<file path="config.mk">
export PLATFORM = sky130hd
export DESIGN_NAME = led_pattern_gen_flat
export DESIGN_NICKNAME = d
export VERILOG_FILES = /design/src/rtl/led_pkg.sv /design/src/rtl/led_pattern_gen_if.sv /design/src/rtl/led_channel.sv /design/src/rtl/led_pattern_gen.sv /design/src/flat_wrapper.sv
export SDC_FILE = /design/constraint.sdc
export NUM_CORES = 1
export LEC_CHECK = 0
export ABC_AREA = 1
export CORE_MARGIN = 1
export CORE_UTILIZATION = 30
export CTS_BUF_LIST = sky130_fd_sc_hd__clkbuf_8
export CTS_CLUSTER_DIAMETER = 60
export DETAILED_ROUTE_END_ITERATION = 12
export DONT_BUFFER_PORTS = 1
export GPL_TIMING_DRIVEN = 1
export SLEW_MARGIN = 20
export SYNTH_ARGS = -nofsm -noshare
export SYNTH_HDL_FRONTEND = slang
export SYNTH_SLANG_ARGS = --single-unit
</file>
<file path="constraint.sdc">
create_clock -name CLK -period 4.5 [get_ports CLK]
set_input_delay 0.225 -clock CLK [delete_from_list [all_inputs] [get_ports CLK]]
set_output_delay 0.225 -clock CLK [all_outputs]
set_load 0.05 [all_outputs]
</file>
<file path="src/rtl/led_pkg.sv">
// rtl/led_pkg.sv - mode codes and decode helpers shared by the LED pattern generator
// BREATHE decodes only when LED_PATTERN_BREATHE_EN is defined.
package led_pkg;

    localparam int MODE_W = 3;

    localparam logic [MODE_W-1:0] MODE_OFF     = 3'b000;
    localparam logic [MODE_W-1:0] MODE_ON      = 3'b001;
    localparam logic [MODE_W-1:0] MODE_BLINK   = 3'b010;
    localparam logic [MODE_W-1:0] MODE_PWM     = 3'b011;
    localparam logic [MODE_W-1:0] MODE_BREATHE = 3'b100;

    // Unknown or disabled codes collapse to OFF so downstream logic sees only legal modes.
    function automatic logic [MODE_W-1:0] mode_decode(input logic [MODE_W-1:0] m);
        logic [MODE_W-1:0] d;
        case (m)
            MODE_ON, MODE_BLINK, MODE_PWM: d = m;
`ifdef LED_PATTERN_BREATHE_EN
            MODE_BREATHE:                  d = m;
`endif
            default:                       d = MODE_OFF;
        endcase
        return d;
    endfunction

    function automatic logic uses_blink_cnt(input logic [MODE_W-1:0] d);
        return (d == MODE_BLINK) || (d == MODE_BREATHE);
    endfunction

endpackage

</file>
<file path="src/rtl/led_pattern_gen_if.sv">
// rtl/led_pattern_gen_if.sv - control/status bundle between board logic and the LED generator
// Per-channel fields are packed with channel 0 in the least significant slice.
interface led_pattern_gen_if
    import led_pkg::*;
#(
    parameter int N_CH = 2,
    parameter int CW   = 16,
    parameter int PW   = 8
);
    logic [MODE_W*N_CH-1:0] MODE;
    logic [CW*N_CH-1:0]     HALF_PERIOD;
    logic [PW*N_CH-1:0]     DUTY;
    logic                   SYNC;
    logic                   TICK;
    logic [N_CH-1:0]        LED;

    modport master (
        output MODE, HALF_PERIOD, DUTY, SYNC,
        input  TICK, LED
    );

    modport slave (
        input  MODE, HALF_PERIOD, DUTY, SYNC,
        output TICK, LED
    );
endinterface

</file>
<file path="src/rtl/led_channel.sv">
// rtl/led_channel.sv - one LED channel: blink counter/phase, optional breathe level, lit decode
// Breathe level/direction registers exist only when LED_PATTERN_BREATHE_EN is defined.
module led_channel
    import led_pkg::*;
#(
    parameter int CW = 16,
    parameter int PW = 8
) (
    input  logic              CLK,
    input  logic              RST,
    input  logic              sync,
    input  logic              tick,
    input  logic [MODE_W-1:0] mode,
    input  logic [CW-1:0]     half_period,
    input  logic [PW-1:0]     duty,
    input  logic [PW-1:0]     pwm_cnt,
    output logic              lit
);
    logic [MODE_W-1:0] dmode;
    logic [CW-1:0]     hp_last;
    logic [CW-1:0]     cnt;
    logic              phase;
    logic              running;
    logic              wrap;

    assign dmode   = mode_decode(mode);
    assign running = uses_blink_cnt(dmode);
    // HALF_PERIOD of 0 behaves as 1; ">=" lets a shrinking half-period wrap on the next tick.
    assign hp_last = (half_period == '0) ? '0 : half_period - CW'(1);
    assign wrap    = tick && running && (cnt >= hp_last);

    always_ff @(posedge CLK or posedge RST) begin
        if (RST) begin
            cnt   <= '0;
            phase <= 1'b1;
        end else if (sync || !running) begin
            cnt   <= '0;
            phase <= 1'b1;
        end else if (wrap) begin
            cnt   <= '0;
            phase <= ~phase;
        end else if (tick) begin
            cnt   <= cnt + CW'(1);
        end
    end

`ifdef LED_PATTERN_BREATHE_EN
    logic [PW-1:0] level;
    logic          dir_down;

    // Triangle ramp: reverse at the end points so each extreme is visited once per sweep.
    always_ff @(posedge CLK or posedge RST) begin
        if (RST) begin
            level    <= '0;
            dir_down <= 1'b0;
        end else if (sync || (dmode != MODE_BREATHE)) begin
            level    <= '0;
            dir_down <= 1'b0;
        end else if (wrap) begin
            if (!dir_down) begin
                if (level == '1) begin
                    level    <= level - PW'(1);
                    dir_down <= 1'b1;
                end else begin
                    level    <= level + PW'(1);
                end
            end else begin
                if (level == '0) begin
                    level    <= level + PW'(1);
                    dir_down <= 1'b0;
                end else begin
                    level    <= level - PW'(1);
                end
            end
        end
    end
`endif

    always_comb begin
        lit = 1'b0;
        case (dmode)
            MODE_ON:      lit = 1'b1;
            MODE_BLINK:   lit = phase;
            MODE_PWM:     lit = (pwm_cnt < duty);
`ifdef LED_PATTERN_BREATHE_EN
            MODE_BREATHE: lit = (pwm_cnt < level);
`endif
            default:      lit = 1'b0;
        endcase
    end

endmodule

</file>
<file path="src/rtl/led_pattern_gen.sv">
// rtl/led_pattern_gen.sv - multi-channel LED driver: shared prescaler tick, PWM counter, per-pin polarity
// Optional BREATHE mode is enabled by defining LED_PATTERN_BREATHE_EN.
module led_pattern_gen
    import led_pkg::*;
#(
    parameter int              N_CH       = 2,
    parameter int              DIV        = 100000,
    parameter int              CW         = 16,
    parameter int              PW         = 8,
    parameter logic [N_CH-1:0] ACTIVE_LOW = '0
) (
    input  logic             CLK,
    input  logic             RST,
    led_pattern_gen_if.slave bus
);
    localparam int PRESC_W = (DIV > 1) ? $clog2(DIV) : 1;

    logic [PRESC_W-1:0] presc;
    logic               presc_end;
    logic               tick;
    logic [PW-1:0]      pwm_cnt;
    logic [N_CH-1:0]    lit;

    assign presc_end = (presc == PRESC_W'(DIV - 1));
    // SYNC wins over a coincident tick so every channel restarts from the same phase.
    assign tick      = presc_end && !bus.SYNC;
    assign bus.TICK  = tick;

    always_ff @(posedge CLK or posedge RST) begin
        if (RST) begin
            presc <= '0;
        end else if (bus.SYNC || presc_end) begin
            presc <= '0;
        end else begin
            presc <= presc + PRESC_W'(1);
        end
    end

    always_ff @(posedge CLK or posedge RST) begin
        if (RST) begin
            pwm_cnt <= '0;
        end else if (bus.SYNC) begin
            pwm_cnt <= '0;
        end else begin
            pwm_cnt <= pwm_cnt + PW'(1);
        end
    end

    for (genvar g = 0; g < N_CH; g++) begin : g_ch
        led_channel #(
            .CW (CW),
            .PW (PW)
        ) u_ch (
            .CLK         (CLK),
            .RST         (RST),
            .sync        (bus.SYNC),
            .tick        (tick),
            .mode        (bus.MODE[g*MODE_W +: MODE_W]),
            .half_period (bus.HALF_PERIOD[g*CW +: CW]),
            .duty        (bus.DUTY[g*PW +: PW]),
            .pwm_cnt     (pwm_cnt),
            .lit         (lit[g])
        );
    end

    always_ff @(posedge CLK or posedge RST) begin
        if (RST) begin
            bus.LED <= ACTIVE_LOW;
        end else begin
            bus.LED <= lit ^ ACTIVE_LOW;
        end
    end

endmodule

</file>
<file path="src/flat_wrapper.sv">
// flat-port wrapper written by rule: the top's interface ports become plain ports
module led_pattern_gen_flat import led_pkg::*;
#(
    parameter int              N_CH       = 2,
    parameter int              DIV        = 100000,
    parameter int              CW         = 16,
    parameter int              PW         = 8,
    parameter logic [N_CH-1:0] ACTIVE_LOW = '0
)
  (CLK, RST, bus_MODE, bus_HALF_PERIOD, bus_DUTY, bus_SYNC, bus_TICK, bus_LED);
  led_pattern_gen_if #(.N_CH(N_CH), .CW(CW), .PW(PW)) bus_i ();
  input  logic CLK;
  input  logic RST;
  input wire logic [$bits(bus_i.MODE)-1:0] bus_MODE;
  input wire logic [$bits(bus_i.HALF_PERIOD)-1:0] bus_HALF_PERIOD;
  input wire logic [$bits(bus_i.DUTY)-1:0] bus_DUTY;
  input wire logic [$bits(bus_i.SYNC)-1:0] bus_SYNC;
  output wire logic [$bits(bus_i.TICK)-1:0] bus_TICK;
  output wire logic [$bits(bus_i.LED)-1:0] bus_LED;
  assign bus_i.MODE = bus_MODE;
  assign bus_i.HALF_PERIOD = bus_HALF_PERIOD;
  assign bus_i.DUTY = bus_DUTY;
  assign bus_i.SYNC = bus_SYNC;
  assign bus_TICK = bus_i.TICK;
  assign bus_LED = bus_i.LED;
  led_pattern_gen #(.N_CH(N_CH), .DIV(DIV), .CW(CW), .PW(PW), .ACTIVE_LOW(ACTIVE_LOW)) u_core (.CLK(CLK), .RST(RST), .bus(bus_i));
endmodule
</file>
* Word-level counts from Yosys, hierarchy flattened *
Cells that the tools add are included.

cells by class
  mux-type cells = 18
  magnitude comparators = 4
  equality and inequality tests = 15
  add/sub/neg operators = 6
  bitwise operators = 2
  reduce and logical (&&, ||, !) cells = 21

operator list
  cell                                                 number
  two-way mux 16 bit                                   8
  adder 16 x 1 -> 16 bit, second input constant        2
  greater-or-equal comparator 16 bit                   2
  logical NOT 16 bit                                   2
  subtractor 16 x 1 -> 16 bit, second input constant   2
  equality test 3 x 2 -> 1 bit, second input constant  8
  adder 17 x 1 -> 17 bit, second input constant        1
  equality test 17 bit, second input constant          1
  two-way mux 17 bit                                   1
  < comparator 8 bit                                   2
  equality test 3 x 1 -> 1 bit, second input constant  4
  adder 8 x 1 -> 8 bit, second input constant          1
  two-way mux 8 bit                                    1
  equality test 3 bit, second input constant           2
  two-way mux 3 bit                                    2
  case mux 1 bit (3 select lines)                      2
  nonzero test 3 bit                                   2
  OR reduction 3 bit                                   2
  logical AND 1 bit                                    5
  logical OR 1 bit                                     5
  two-way mux 1 bit                                    4
  nonzero test 2 bit                                   2
  logical NOT 1 bit                                    3
  inverter 1 bit                                       2

word-level totals
  output and inout port bits = 3
  flip-flop bits (word level) = 61

* Longest topological paths before layout *
Gate-level depths: netlist of the first run.

  depth after elaboration = 9
  mapped depth = 20

* Modules after synthesis *
Synthesis of the first run repeated with hierarchy kept, for this count alone.

unflattened totals
  cell total of the unflattened synthesis = 777
  area total of the unflattened synthesis = 5585.4 µm²

modules (own cells, without submodules)
  module                              sequential area each (µm²)  area each (µm²)  times used  cells an instance
  led_channel at u_core.g_ch[1].u_ch  426.7                       2135.8           1           305
  led_channel at u_core.g_ch[0].u_ch  426.7                       2038.2           1           303
  led_pattern_gen                     675.6                       1411.4           1           169

* Worst setup path after synthesis of the first run *
OpenSTA, ideal clock, no wires.

  path type = in2reg
  start = input bus_HALF_PERIOD[18]
  end = register u_core.g_ch[1].u_ch.cnt[4]
  library setup time = 69 ps
  required time = 4431 ps
  path slack = 2204 ps
  cell stages on the path = 19
  arrival = 2227 ps
  cell sequence = nor2_1 > nand2_1 > nor2_1 > nand2_1 > inv_1 > nand2_1 > nor2_2 > nand3_1 > nand2_1 > nand3_1 > ha_1 > a21oi_1 > o21ai_0 > nor2_1 > nand2_1 > nand2_2 > nand2_2 > buf_12 > nor2_2

between the ends
  longest elaborated chain between the ends = 6
  elaborated cells between the ends (all ways) = 8

ends and longest elaborated chain
  element                                                            RTL line            text
  start, declared                                                    flat_wrapper.sv:15  input wire logic [$bits(bus_i.HALF_PERIOD)-1:0] bus_HALF_PERIOD;
  subtractor 16 x 1 -> 16 bit or logical NOT 16 bit (tied branches)  led_channel.sv:29   assign hp_last = (half_period == '0) ? '0 : half_period - CW'(1);
  two-way mux 16 bit *                                               led_channel.sv:29
  greater-or-equal comparator 16 bit *                               led_channel.sv:30   assign wrap = tick && running && (cnt >= hp_last);
  logical AND 1 bit *                                                led_channel.sv:30
  two-way mux 16 bit                                                 led_channel.sv:39   end else if (wrap) begin
  two-way mux 16 bit                                                 led_channel.sv:36   end else if (sync || !running) begin
  end signal, assigned                                               led_channel.sv:43   cnt <= cnt + CW'(1);
  end, declared                                                      led_channel.sv:21   logic [CW-1:0] cnt;

Mark *: on every way between the ends. The rest lies on a longest branch, timed or not.
A chain may end at the register's enable or synchronous reset.

* Worst setup path after layout of the first run *
  start = input bus_HALF_PERIOD[16]
  end = register u_core.g_ch[1].u_ch.phase

between the ends
  longest elaborated chain between the ends = 5
  elaborated cells between the ends (all ways) = 6

ends and longest elaborated chain
  element                                                            RTL line           text
  subtractor 16 x 1 -> 16 bit or logical NOT 16 bit (tied branches)  led_channel.sv:29
  two-way mux 16 bit *                                               led_channel.sv:29
  greater-or-equal comparator 16 bit *                               led_channel.sv:30
  logical AND 1 bit *                                                led_channel.sv:30
  nonzero test 2 bit (no line) *                                     -
  end signal, assigned                                               led_channel.sv:41  phase <= ~phase;
  end, declared                                                      led_channel.sv:22  logic phase;

Marked as above.

==> report_table.html, run 1 <==
<table>
<tr><th>Metric</th><th>Value</th></tr>
<tr><th colspan="2">CTS</th></tr>
<tr><td>CTS sink cnt</td><td>61</td></tr>
<tr><td>Number of gates resized after CTS</td><td>0</td></tr>
<tr><td>Number of buffers created by CTS</td><td>9</td></tr>
<tr><td>Number of levels in the clock H-tree</td><td>3</td></tr>
<tr><td>CTS Root Cell</td><td>sky130_fd_sc_hd__clkbuf_8</td></tr>
<tr><td>CTS tree</td><td>done</td></tr>
<tr><td>Number of buffers on the longest clock path</td><td>2</td></tr>
<tr><td>Number of hold-repair buffers added at the cts stage</td><td>1</td></tr>
<tr><td>Worst-path clk slew</td><td>~0.08 ns</td></tr>
<tr><td>Post-CTS Repair Setup Buffers</td><td>0</td></tr>
<tr><td>Insertion delay to the later sink of the worst-skew pair</td><td>between 0.3 and 0.4 ns</td></tr>
<tr><th colspan="2">Detailed routing</th></tr>
<tr><td>Number of iterations in the first detailed-routing pass</td><td>5</td></tr>
<tr><td>Sum of routed wire length over all layers</td><td>11100 um</td></tr>
<tr><td>Final ANT Viol Nets</td><td>0</td></tr>
<tr><td>Per-cell via count in the routed design</td><td>4.59</td></tr>
<tr><td>Violation count after the first detailed-routing iteration</td><td>between 200 and 300</td></tr>
<tr><td>Via Count</td><td>~4500</td></tr>
<tr><td>Routed wirelength normalized by instance count</td><td>about 11 um</td></tr>
<tr><td>DRC violation count after routing</td><td>0</td></tr>
<tr><th colspan="2">Cells and area</th></tr>
<tr><td>Final instance area</td><td>slightly below 6000 sq um</td></tr>
<tr><td>Filler Cell Count</td><td>~1900</td></tr>
<tr><td>Final nets</td><td>around 870</td></tr>
<tr><td>Highest-count cells in the layout ignoring fill and taps</td><td>172 x sky130_fd_sc_hd__nand2_1, 103 x sky130_fd_sc_hd__inv_1, 83 x sky130_fd_sc_hd__nor2_1</td></tr>
<tr><td>Post-synthesis to final-layout area growth</td><td>7.56%</td></tr>
<tr><td>N_diodes</td><td>0</td></tr>
<tr><td>Share of post-route cells with drive strength above 1</td><td>0.106</td></tr>
<tr><td>Sequential standard cell area</td><td>1530 sq um</td></tr>
<tr><td>Area of the multi-input gates</td><td>between 3000 and 4000 sq um</td></tr>
<tr><td>Most frequent standard cell in the layout excluding fill and tap cells</td><td>sky130_fd_sc_hd__nand2_1</td></tr>
<tr><td>Count of non-filler cells in the finished layout</td><td>between 900 and 1000</td></tr>
<tr><th colspan="2">Floorplanning</th></tr>
<tr><td>Core area</td><td>about 17000 sq um</td></tr>
<tr><td>Chip Width</td><td>around 140 um</td></tr>
<tr><td>FP Rows</td><td>between 40 and 50</td></tr>
<tr><td>Die extent in y</td><td>136 um</td></tr>
<tr><td>Starting density of the core</td><td>0.309</td></tr>
<tr><td>I/O pin cnt</td><td>60</td></tr>
<tr><td>Full die area</td><td>approximately 18000 sq um</td></tr>
<tr><th colspan="2">GRT</th></tr>
<tr><td>Total global-route track usage</td><td>0.128</td></tr>
<tr><td>Vias in the first global route</td><td>roughly 4200</td></tr>
<tr><td>Global routing usage on met1</td><td>0.165</td></tr>
<tr><td>Pin count of the biggest net entering global routing</td><td>slightly above 60</td></tr>
<tr><td>Met3 routing resource usage after global routing</td><td>0.0273</td></tr>
<tr><td>Global-route wire length before repair</td><td>approximately 19000 um</td></tr>
<tr><td>Initial antenna violation count</td><td>0</td></tr>
<tr><td>Met2 global-route usage</td><td>0.214</td></tr>
<tr><td>Global-route layer with the greatest usage</td><td>met2</td></tr>
<tr><td>Global-route congestion overflow total</td><td>0</td></tr>
<tr><th colspan="2">Synth</th></tr>
<tr><td>Sequential cell area fraction in the yosys report</td><td>0.285</td></tr>
<tr><td>Area fraction of the dominant cell type after synthesis</td><td>0.275</td></tr>
<tr><td>Mean cell area of the mapped netlist</td><td>~7.1 sq um</td></tr>
<tr><td>Async SR Flop Fraction</td><td>1.00</td></tr>
<tr><td>Cell types occupying the most area after synthesis</td><td>sky130_fd_sc_hd__dfrtp_1 28%, sky130_fd_sc_hd__ha_1 13%, sky130_fd_sc_hd__nand2_1 12%</td></tr>
<tr><td>Net Count, Synth</td><td>slightly below 900</td></tr>
<tr><td>Post-synthesis instance area</td><td>5360 sq um</td></tr>
<tr><td>Count of state elements after synthesis</td><td>a little over 60</td></tr>
<tr><td>Dominant cell type by area after synthesis</td><td>sky130_fd_sc_hd__dfrtp_1</td></tr>
<tr><td>Number of distinct library cells after synthesis</td><td>42</td></tr>
<tr><td>Main flop type after synthesis</td><td>sky130_fd_sc_hd__dfrtp_1</td></tr>
<tr><td>Synthesized netlist cell count</td><td>755</td></tr>
<tr><td>Count of flip-flops with a built-in enable after synthesis</td><td>0</td></tr>
<tr><td>Number of warnings printed during yosys synthesis</td><td>0</td></tr>
<tr><th colspan="2">Place</th></tr>
<tr><td>Half-perimeter wire length after detailed placement</td><td>8770 um</td></tr>
<tr><td>Number of buffer cells added on primary ports</td><td>0</td></tr>
<tr><td>Weighted congestion reported at the end of routability-driven placement</td><td>~0.8</td></tr>
<tr><td>Number of placed instances, taps included</td><td>973</td></tr>
<tr><td>Area after DPL</td><td>between 5000 and 6000 sq um</td></tr>
<tr><th colspan="2">Power and ir drop</th></tr>
<tr><td>Lkg Pwr</td><td>0.00279 uW</td></tr>
<tr><td>Highest ir drop seen on vdd</td><td>between 0.0001 and 0.00015 V</td></tr>
<tr><td>Pwr/cell area</td><td>202 nW/um^2</td></tr>
<tr><th colspan="2">Timing</th></tr>
<tr><td>Slew margin rel.</td><td>0.374</td></tr>
<tr><td>Max Clock Skew</td><td>around 0.014 ns</td></tr>
<tr><td>Final Critical Period</td><td>roughly 2.3 ns</td></tr>
<tr><td>Number of hold-slack violations in the final timing report</td><td>17</td></tr>
<tr><td>Post-route worst hold slack</td><td>-0.0163 ns</td></tr>
<tr><td>Setup TNS Final</td><td>0 ns</td></tr>
<tr><td>RSZ-0062 raised after global routing</td><td>false</td></tr>
<tr><td>Count of final max-slew check failures</td><td>0</td></tr>
<tr><td>Actual transition at the worst max-transition pin</td><td>~0.93 ns</td></tr>
<tr><td>Final clock period utilization by the worst path</td><td>0.515</td></tr>
<tr><td>Final setup viols</td><td>0</td></tr>
<tr><td>Maximum clock rate</td><td>approximately 430 MHz</td></tr>
<tr><th colspan="2">Setup path</th></tr>
<tr><td>Category of the worst setup path capture point</td><td>flip-flop</td></tr>
<tr><td>Worst EP arrival</td><td>~2.6 ns</td></tr>
<tr><td>Critical path class</td><td>in2reg</td></tr>
<tr><td>Startpoint types</td><td>primary input</td></tr>
<tr><td>Data required time of the critical path</td><td>4.77 ns</td></tr>
<tr><td>Biggest fanout along the worst timing path</td><td>11</td></tr>
<tr><th colspan="2">Worst hold path</th></tr>
<tr><td>Min-Delay Path Class</td><td>in2async</td></tr>
<tr><th colspan="2">Run</th></tr>
<tr><td>Number of max-capacitance violations reported</td><td>0</td></tr>
<tr><th colspan="2">Run status</th></tr>
<tr><td>Violated checks</td><td>negative hold slack</td></tr>
<tr><td>Status</td><td>complete, but fails checks</td></tr>
</table>
[registers in the layout, indices dropped and copies added, names as in the netlist]
register                flops
u_core.bus.LED              2
u_core.g_ch.u_ch.cnt       32
u_core.pwm_cnt              8
u_core.presc               17
u_core.g_ch.u_ch.phase      2
[layout make-up]
class                      instances  share of cell area
clock buffer                      10              0.0239
clock inverter                     6             0.00954
inverter                         105              0.0685
multi-input combinational        581               0.581
sequential                        61               0.265
tap                              225              0.0488
timing repair buffer               2             0.00304
[worst max-delay path, stage by stage]
cell and delay [ns]:
sky130_fd_sc_hd__inv_1 0.11, sky130_fd_sc_hd__ha_1 0.19, sky130_fd_sc_hd__nand2_1 0.07, sky130_fd_sc_hd__nor2_1 0.12, sky130_fd_sc_hd__nand4_1 0.37, sky130_fd_sc_hd__nand3_1 0.24
sky130_fd_sc_hd__ha_1 0.27, sky130_fd_sc_hd__a21oi_1 0.15, sky130_fd_sc_hd__o21ai_0 0.10, sky130_fd_sc_hd__nor2_1 0.15, sky130_fd_sc_hd__nand2_1 0.08, sky130_fd_sc_hd__nand2_2 0.13
sky130_fd_sc_hd__nand2_2 0.22, sky130_fd_sc_hd__nand2_1 0.12, sky130_fd_sc_hd__nand2_1 0.05
[per-stage QoR]
step                       util  hold slack, ns  worst slack (ns)  total power [uW]
after detailed placement  0.321           0.294              1.80               702
after CTS                 0.332         0.00393              2.17              1190
final                     0.332         -0.0163              2.18              1170
after global routing      0.332          0.0390              1.79              1230
after floorplan               -           0.290              2.20               678
after global placement    0.321           0.294              1.79               701
[cells in the mapped netlist, types with 2 or more instances]
| cell | n |
|---|---|
| sky130_fd_sc_hd__xnor2_1 | 4 |
| sky130_fd_sc_hd__a31o_2 | 2 |
| sky130_fd_sc_hd__o21ai_1 | 2 |
| sky130_fd_sc_hd__nor4_1 | 5 |
| sky130_fd_sc_hd__nor2_4 | 3 |
| sky130_fd_sc_hd__nand3_1 | 50 |
| sky130_fd_sc_hd__buf_2 | 2 |
| sky130_fd_sc_hd__o21a_1 | 3 |
| sky130_fd_sc_hd__a31oi_1 | 2 |
| sky130_fd_sc_hd__buf_12 | 2 |
| sky130_fd_sc_hd__a21oi_1 | 39 |
| sky130_fd_sc_hd__nand4_1 | 25 |
| sky130_fd_sc_hd__nor3_2 | 4 |
| sky130_fd_sc_hd__and3_1 | 5 |
| sky130_fd_sc_hd__dfstp_2 | 2 |
| sky130_fd_sc_hd__nand2_4 | 3 |
| sky130_fd_sc_hd__buf_6 | 2 |
| sky130_fd_sc_hd__inv_1 | 102 |
| sky130_fd_sc_hd__nor2_2 | 30 |
| sky130_fd_sc_hd__or2_2 | 4 |
| sky130_fd_sc_hd__nand3b_1 | 2 |
| sky130_fd_sc_hd__xor2_1 | 31 |
| sky130_fd_sc_hd__nand2_2 | 10 |
| sky130_fd_sc_hd__nor3_1 | 17 |
| sky130_fd_sc_hd__o21bai_1 | 4 |
| sky130_fd_sc_hd__nor2_1 | 83 |
| sky130_fd_sc_hd__inv_2 | 2 |
| sky130_fd_sc_hd__dfrtp_1 | 59 |
| sky130_fd_sc_hd__nand2_1 | 172 |
| sky130_fd_sc_hd__ha_1 | 54 |
| sky130_fd_sc_hd__o21ai_0 | 19 |
[cells by family (layout without fill, tap and decap cells)]
group,after synthesis,count (layout),synth area share
AO/OA/AOI/OAI,72,72,0.0728
XOR/XNOR,35,35,0.0571
adder cells (fa/ha/maj),54,54,0.126
buffers and inverters,113,123,0.0907
flip-flops,61,61,0.285
AND/OR/NAND/NOR,420,420,0.368
[path summary, 6_finish.rpt]
check,start,slack [ns],endpoint,cells past startpoint
max,bus_HALF_PERIOD[16],2.18,u_core.g_ch[1].u_ch.phase$_DFFE_PP1P_,15
min,RST,-0.02,u_core.g_ch[0].u_ch.cnt[9]$_DFFE_PP0P_,2
max reg2reg,u_core.presc[0]$_DFF_PP0_,2.51,u_core.presc[14]$_DFF_PP0_,10
min reg2reg,u_core.presc[0]$_DFF_PP0_,0.46,u_core.presc[0]$_DFF_PP0_,1
max in group asynchronous,RST,4.01,u_core.g_ch[1].u_ch.cnt[9]$_DFFE_PP0P_,2
min in group CLK,bus_MODE[0],0.06,u_core.bus.LED[0]$_DFF_PP0_,2
[where the power goes]
group / switching (uW) / leakage [uW] / internal, uW
combinational: 77.7 / 0.00185 / 45.7
clock: 211 / 0.000105 / 265
sequential: 12.0 / 0.000838 / 556
[layer usage]
layer	vias to the layer above	part of all wire
met2	50	0.48
li1	2465	-
met1	2022	0.48
met4	0	0.0092
met5	-	0
met3	10	0.033
(Power assumes the default switching activity.)
==> run 2: changes to the inputs <==
- ABC_AREA: 1 -> 0
- clock period: 4.5 -> 2.35 ns (I/O delays scaled with it)
==> run 2 against run 1 <==
  * The flow finishes with violations (negative setup slack)
  * Clock power up 88%
  * Wire length is 8.2% higher
  * Die area down 10%
  * Area after synthesis is 10% lower
  * Cell count fell by 15%
  * Sequential power increased by 92%
  * Clock skew fell by 0.0036 ns
  * First-iteration DRC count fell by 24%
  * Sequential cell count unchanged
  * Utilization up 6.0 points
  * Combinational power rose by 130%
  * Worst setup slack got worse by 2.7 ns
  * Critical path type unchanged
  * Largest power group unchanged
==> report_table.html, run 2 <==
<table>
<tr><th>Metric</th><th>Value</th></tr>
<tr><th colspan="2">Synth</th></tr>
<tr><td>Count of flip-flops with a built-in enable after synthesis</td><td>0 (unchanged)</td></tr>
<tr><td>Main flop type after synthesis</td><td>sky130_fd_sc_hd__dfrtp_1</td></tr>
<tr><td>Area fraction of the dominant cell type after synthesis</td><td>0.306 (+0.0312)</td></tr>
<tr><td>Cell types occupying the most area after synthesis</td><td>sky130_fd_sc_hd__dfrtp_1 31%, sky130_fd_sc_hd__ha_1 14%, sky130_fd_sc_hd__xor2_1 8.7%</td></tr>
<tr><td>Sequential cell area fraction in the yosys report</td><td>0.317 (+0.0323)</td></tr>
<tr><td>Net Count, Synth</td><td>671 (-23%)</td></tr>
<tr><td>Top post-synthesis cells by count</td><td>69 x sky130_fd_sc_hd__nor2_1, 59 x sky130_fd_sc_hd__dfrtp_1, 54 x sky130_fd_sc_hd__ha_1, 54 x sky130_fd_sc_hd__nand2_1, 48 x sky130_fd_sc_hd__xor2_1</td></tr>
<tr><td>Async SR Flop Fraction</td><td>1.00 (unchanged)</td></tr>
<tr><td>Count of state elements after synthesis</td><td>61 (unchanged)</td></tr>
<tr><td>Number of distinct library cells after synthesis</td><td>55 (+31%)</td></tr>
<tr><td>Dominant cell type by area after synthesis</td><td>sky130_fd_sc_hd__dfrtp_1</td></tr>
<tr><td>Post-synthesis instance area</td><td>4820 sq um (-10%)</td></tr>
<tr><td>Most repeated cell in the gate-level netlist after synthesis</td><td>sky130_fd_sc_hd__nor2_1</td></tr>
<tr><td>Mean cell area of the mapped netlist</td><td>8.60 sq um (+21%)</td></tr>
<tr><td>Synthesized netlist cell count</td><td>560 (-26%)</td></tr>
<tr><td>Number of warnings printed during yosys synthesis</td><td>0 (unchanged)</td></tr>
<tr><th colspan="2">Setup path</th></tr>
<tr><td>Slowest CP cell</td><td>sky130_fd_sc_hd__or4_4</td></tr>
<tr><td>Maximum cell stage delay along the critical path</td><td>0.55 ns (+0.18 ns)</td></tr>
<tr><td>R2R Setup Slk</td><td>0.08 ns (-2.43 ns)</td></tr>
<tr><td>Critical path class</td><td>in2reg</td></tr>
<tr><td>Worst r2r path cells</td><td>9 (-1)</td></tr>
<tr><td>Category of the worst setup path capture point</td><td>flip-flop</td></tr>
<tr><td>Source of the critical timing path</td><td>bus_HALF_PERIOD[5]</td></tr>
<tr><td>Data required time of the critical path</td><td>2.58 ns (-2.19 ns)</td></tr>
<tr><td>Termination of the worst setup path</td><td>u_core.g_ch[0].u_ch.cnt[4]$_DFFE_PP0P_</td></tr>
<tr><td>Endpoint of the worst-slack reg-to-reg timing path</td><td>u_core.g_ch[1].u_ch.cnt[7]$_DFFE_PP0P_</td></tr>
<tr><td>Number of buffer and inverter instances along the worst setup path</td><td>2 (+1)</td></tr>
<tr><td>Total stage count of the critical path</td><td>14 (-1)</td></tr>
<tr><td>Biggest fanout along the worst timing path</td><td>14 (+3)</td></tr>
<tr><td>Worst path cell trace</td><td>or4_4 &gt; nor4_4 &gt; nand2_2 &gt; buf_4 &gt; nor2_1 &gt; xor2_1 &gt; nand2_1 &gt; ha_1 &gt; nand4_1 &gt; or4_4 &gt; o221a_2 &gt; a21oi_4 &gt; buf_12 &gt; nor2_1</td></tr>
<tr><td>Worst EP arrival</td><td>3.13 ns (+0.55 ns)</td></tr>
<tr><td>Worst r2r src</td><td>u_core.g_ch[1].u_ch.cnt[0]$_DFFE_PP0P_</td></tr>
<tr><td>Startpoint types</td><td>primary input</td></tr>
<tr><td>CP delay by family, top</td><td>simple AND/OR/NAND/NOR gates</td></tr>
<tr><th colspan="2">GRT</th></tr>
<tr><td>Vias in the first global route</td><td>4463 (+6.0%)</td></tr>
<tr><td>Total global-route track usage</td><td>0.153 (+0.0250)</td></tr>
<tr><td>Pin count of the biggest net entering global routing</td><td>35 (-44%)</td></tr>
<tr><td>Global-route wire length before repair</td><td>20200 um (+5.6%)</td></tr>
<tr><td>Initial antenna violation count</td><td>0 (unchanged)</td></tr>
<tr><td>Global-route congestion overflow total</td><td>0 (unchanged)</td></tr>
<tr><th colspan="2">Detailed routing</th></tr>
<tr><td>Per-cell via count in the routed design</td><td>5.13 (+12%)</td></tr>
<tr><td>Violation count after the first detailed-routing iteration</td><td>189 (-24%)</td></tr>
<tr><td>Final ANT Viol Nets</td><td>0 (unchanged)</td></tr>
<tr><td>Number of iterations in the first detailed-routing pass</td><td>4 (-1)</td></tr>
<tr><td>DRC violation count after routing</td><td>0 (unchanged)</td></tr>
<tr><td>Routed wirelength normalized by instance count</td><td>14.3 um (+27%)</td></tr>
<tr><td>Sum of routed wire length over all layers</td><td>12100 um (+8.2%)</td></tr>
<tr><td>Via Count</td><td>4329 (-4.8%)</td></tr>
<tr><th colspan="2">Timing</th></tr>
<tr><td>RSZ-0062 raised after global routing</td><td>true</td></tr>
<tr><td>Post-route worst hold slack</td><td>0.00814 ns (+0.0244 ns)</td></tr>
<tr><td>Slew margin rel.</td><td>0.412 (+0.0380)</td></tr>
<tr><td>Actual transition at the worst max-transition pin</td><td>0.875 ns (-0.0587 ns)</td></tr>
<tr><td>Number of hold-slack violations in the final timing report</td><td>0 (-17)</td></tr>
<tr><td>Count of final max-slew check failures</td><td>0 (unchanged)</td></tr>
<tr><td>Final Critical Period</td><td>approximately 2.9 ns</td></tr>
<tr><td>Maximum clock rate</td><td>344 MHz</td></tr>
<tr><td>Setup slack of the critical path after layout</td><td>-0.556 ns (-2.74 ns)</td></tr>
<tr><td>Final clock period utilization by the worst path</td><td>1.24</td></tr>
<tr><td>Final setup viols</td><td>34 (+34)</td></tr>
<tr><td>Max Clock Skew</td><td>0.00997 ns (-0.00356 ns)</td></tr>
<tr><th colspan="2">Cells and area</th></tr>
<tr><td>Top Registers</td><td>u_core.g_ch.u_ch.cnt (32), u_core.presc (17), u_core.pwm_cnt (8)</td></tr>
<tr><td>Highest-count cells in the layout ignoring fill and taps</td><td>59 x sky130_fd_sc_hd__nor2_1, 59 x sky130_fd_sc_hd__dfrtp_1, 54 x sky130_fd_sc_hd__nand2_1</td></tr>
<tr><td>Share of post-route cells with drive strength above 1</td><td>0.202 (+0.0963)</td></tr>
<tr><td>Flip-flop count of the largest register, all copies and words added</td><td>32 (unchanged)</td></tr>
<tr><td>Final instance area</td><td>6050 sq um (+4.9%)</td></tr>
<tr><td>Finished Core Util</td><td>0.392 (+0.0597)</td></tr>
<tr><td>Filler Cell Count</td><td>1539 (-17%)</td></tr>
<tr><td>Final nets</td><td>741 (-15%)</td></tr>
<tr><td>Post-synthesis to final-layout area growth</td><td>25.6%</td></tr>
<tr><td>Largest register by flop count</td><td>u_core.g_ch.u_ch.cnt</td></tr>
<tr><td>N_diodes</td><td>0 (unchanged)</td></tr>
<tr><th colspan="2">Place</th></tr>
<tr><td>Number of buffer cells added on primary ports</td><td>0 (unchanged)</td></tr>
<tr><td>Weighted congestion reported at the end of routability-driven placement</td><td>0.808 (about the same)</td></tr>
<tr><td>Post-Place Worst Slack</td><td>-0.912 ns (-2.71 ns)</td></tr>
<tr><td>Area after DPL</td><td>5470 sq um (-1.7%)</td></tr>
<tr><td>Half-perimeter wire length after detailed placement</td><td>9160 um (+4.5%)</td></tr>
<tr><th colspan="2">Worst hold path</th></tr>
<tr><td>Worst hold path startpoint</td><td>bus_MODE[3]</td></tr>
<tr><td>Min-Delay Path Class</td><td>in2reg</td></tr>
<tr><th colspan="2">Floorplanning</th></tr>
<tr><td>FP Rows</td><td>45 (-6.3%)</td></tr>
<tr><td>I/O pin cnt</td><td>60 (unchanged)</td></tr>
<tr><td>Full die area</td><td>16600 sq um (-10%)</td></tr>
<tr><td>Chip Width</td><td>129 um (-5.1%)</td></tr>
<tr><td>Core area</td><td>15400 sq um (-11%)</td></tr>
<tr><td>Die extent in y</td><td>129 um (-5.1%)</td></tr>
<tr><td>Starting density of the core</td><td>0.312 (+0.00329)</td></tr>
<tr><th colspan="2">Power and ir drop</th></tr>
<tr><td>Register share of total power</td><td>0.480 (-0.007)</td></tr>
<tr><td>Internal portion of total power</td><td>1690 uW (+96%)</td></tr>
<tr><td>Switching power</td><td>567 uW (+89%)</td></tr>
<tr><td>Pwr/cell area</td><td>374 nW/um^2 (+85%)</td></tr>
<tr><td>Lkg Pwr</td><td>0.00276 uW (-1.3%)</td></tr>
<tr><td>Switching part of the total</td><td>0.251 (-0.00673)</td></tr>
<tr><td>Combinational fraction of design power</td><td>0.125 (+0.019)</td></tr>
<tr><td>Highest ir drop seen on vdd</td><td>0.000168 V (+49%)</td></tr>
<tr><td>Clock group share of total power</td><td>0.395 (-0.013)</td></tr>
<tr><td>Total Power</td><td>2260 uW (+94%)</td></tr>
<tr><th colspan="2">CTS</th></tr>
<tr><td>Worst-path clk slew</td><td>0.07 ns (about the same)</td></tr>
<tr><td>Number of buffers on the longest clock path</td><td>2 (unchanged)</td></tr>
<tr><td>CTS tree</td><td>done</td></tr>
<tr><td>Insertion delay to the later sink of the worst-skew pair</td><td>0.35 ns (about the same)</td></tr>
<tr><td>CTS sink cnt</td><td>61 (unchanged)</td></tr>
<tr><td>Number of levels in the clock H-tree</td><td>3 (unchanged)</td></tr>
<tr><td>CTS Root Cell</td><td>sky130_fd_sc_hd__clkbuf_8</td></tr>
<tr><td>Number of buffers created by CTS</td><td>9 (unchanged)</td></tr>
<tr><th colspan="2">Run</th></tr>
<tr><td>Number of max-capacitance violations reported</td><td>0 (unchanged)</td></tr>
<tr><th colspan="2">Run status</th></tr>
<tr><td>Status</td><td>complete, but fails checks</td></tr>
<tr><td>Violated checks</td><td>negative setup slack</td></tr>
</table>
[run 2: worst min path at each step]
stage                                             to  cells after the start  slack, ns
4_1_cts        u_core.g_ch[1].u_ch.phase$_DFFE_PP1P_                      2      0.003
6_report       u_core.g_ch[1].u_ch.phase$_DFFE_PP1P_                      2      0.008
5_1_grt        u_core.g_ch[1].u_ch.phase$_DFFE_PP1P_                      2       0.02
3_5_place_dp             u_core.bus.LED[1]$_DFF_PP0_                      1       0.12
2_1_floorplan            u_core.pwm_cnt[1]$_DFF_PP0_                      1       0.18
3_3_place_gp             u_core.bus.LED[1]$_DFF_PP0_                      1       0.11
[run 2: logic make-up (layout without fill, tap and decap cells)]
logic type | after synthesis | after routing | share of synthesized area
AO/OA/AOI/OAI | 68 | 68 | 0.0893
flip-flops | 61 | 61 | 0.317
AND/OR/NAND/NOR | 268 | 268 | 0.291
XOR/XNOR | 67 | 67 | 0.122
adder cells (fa/ha/maj) | 54 | 54 | 0.140
multiplexers | 4 | 4 | 0.00883
buffers and inverters | 38 | 111 | 0.0312
[run 2: cell type report]
class                           instances  area, sq um  share of cell area
Clock buffer                           10          138              0.0228
Clock inverter                          4         42.5             0.00703
Inverter                               29          109              0.0180
Multi-Input combinational cell        461         3380               0.559
Sequential cell                        61         1530               0.253
Tap cell                              211          264              0.0436
Timing Repair Buffer                   68          584              0.0966
[run 2: timing repair]
action,CTS,global route
setup buffers,7,9
resized for setup,26,28
setup endpoints to repair,34,35
pin swaps,14,16
hold buffers,5,0
gates cloned,1,1
endpoints found under the hold margin,38,0
[run 2: power by group through the flow]
| stage | clock network (uW) | registers (uW) | logic (uW) |
|---|---|---|---|
| 2_1_floorplan | 0 | 1100 | 177 |
| 3_3_place_gp | 0 | 1100 | 239 |
| 6_report | 893 | 1090 | 283 |
| 4_1_cts | 924 | 1080 | 281 |
| 3_5_place_dp | 0 | 1100 | 255 |
| 5_1_grt | 967 | 1090 | 323 |
[run 2: metal layers]
layer / track usage / up-vias / part of all wire
li1: - / 2131 / -
met1: 0.173 / 2079 / 0.42
met2: 0.280 / 98 / 0.52
met3: 0.0245 / 21 / 0.043
met4: 0.0747 / 0 / 0.020
met5: 0 / - / 0
[run 2: through the flow]
stage	TNS, ns	instances
2_1_floorplan	-22.79	560
4_1_cts	-12.25	836
3_5_place_dp	-27.93	810
5_1_grt	-19.68	844
3_3_place_gp	-25.93	810
6_report	-15.18	844
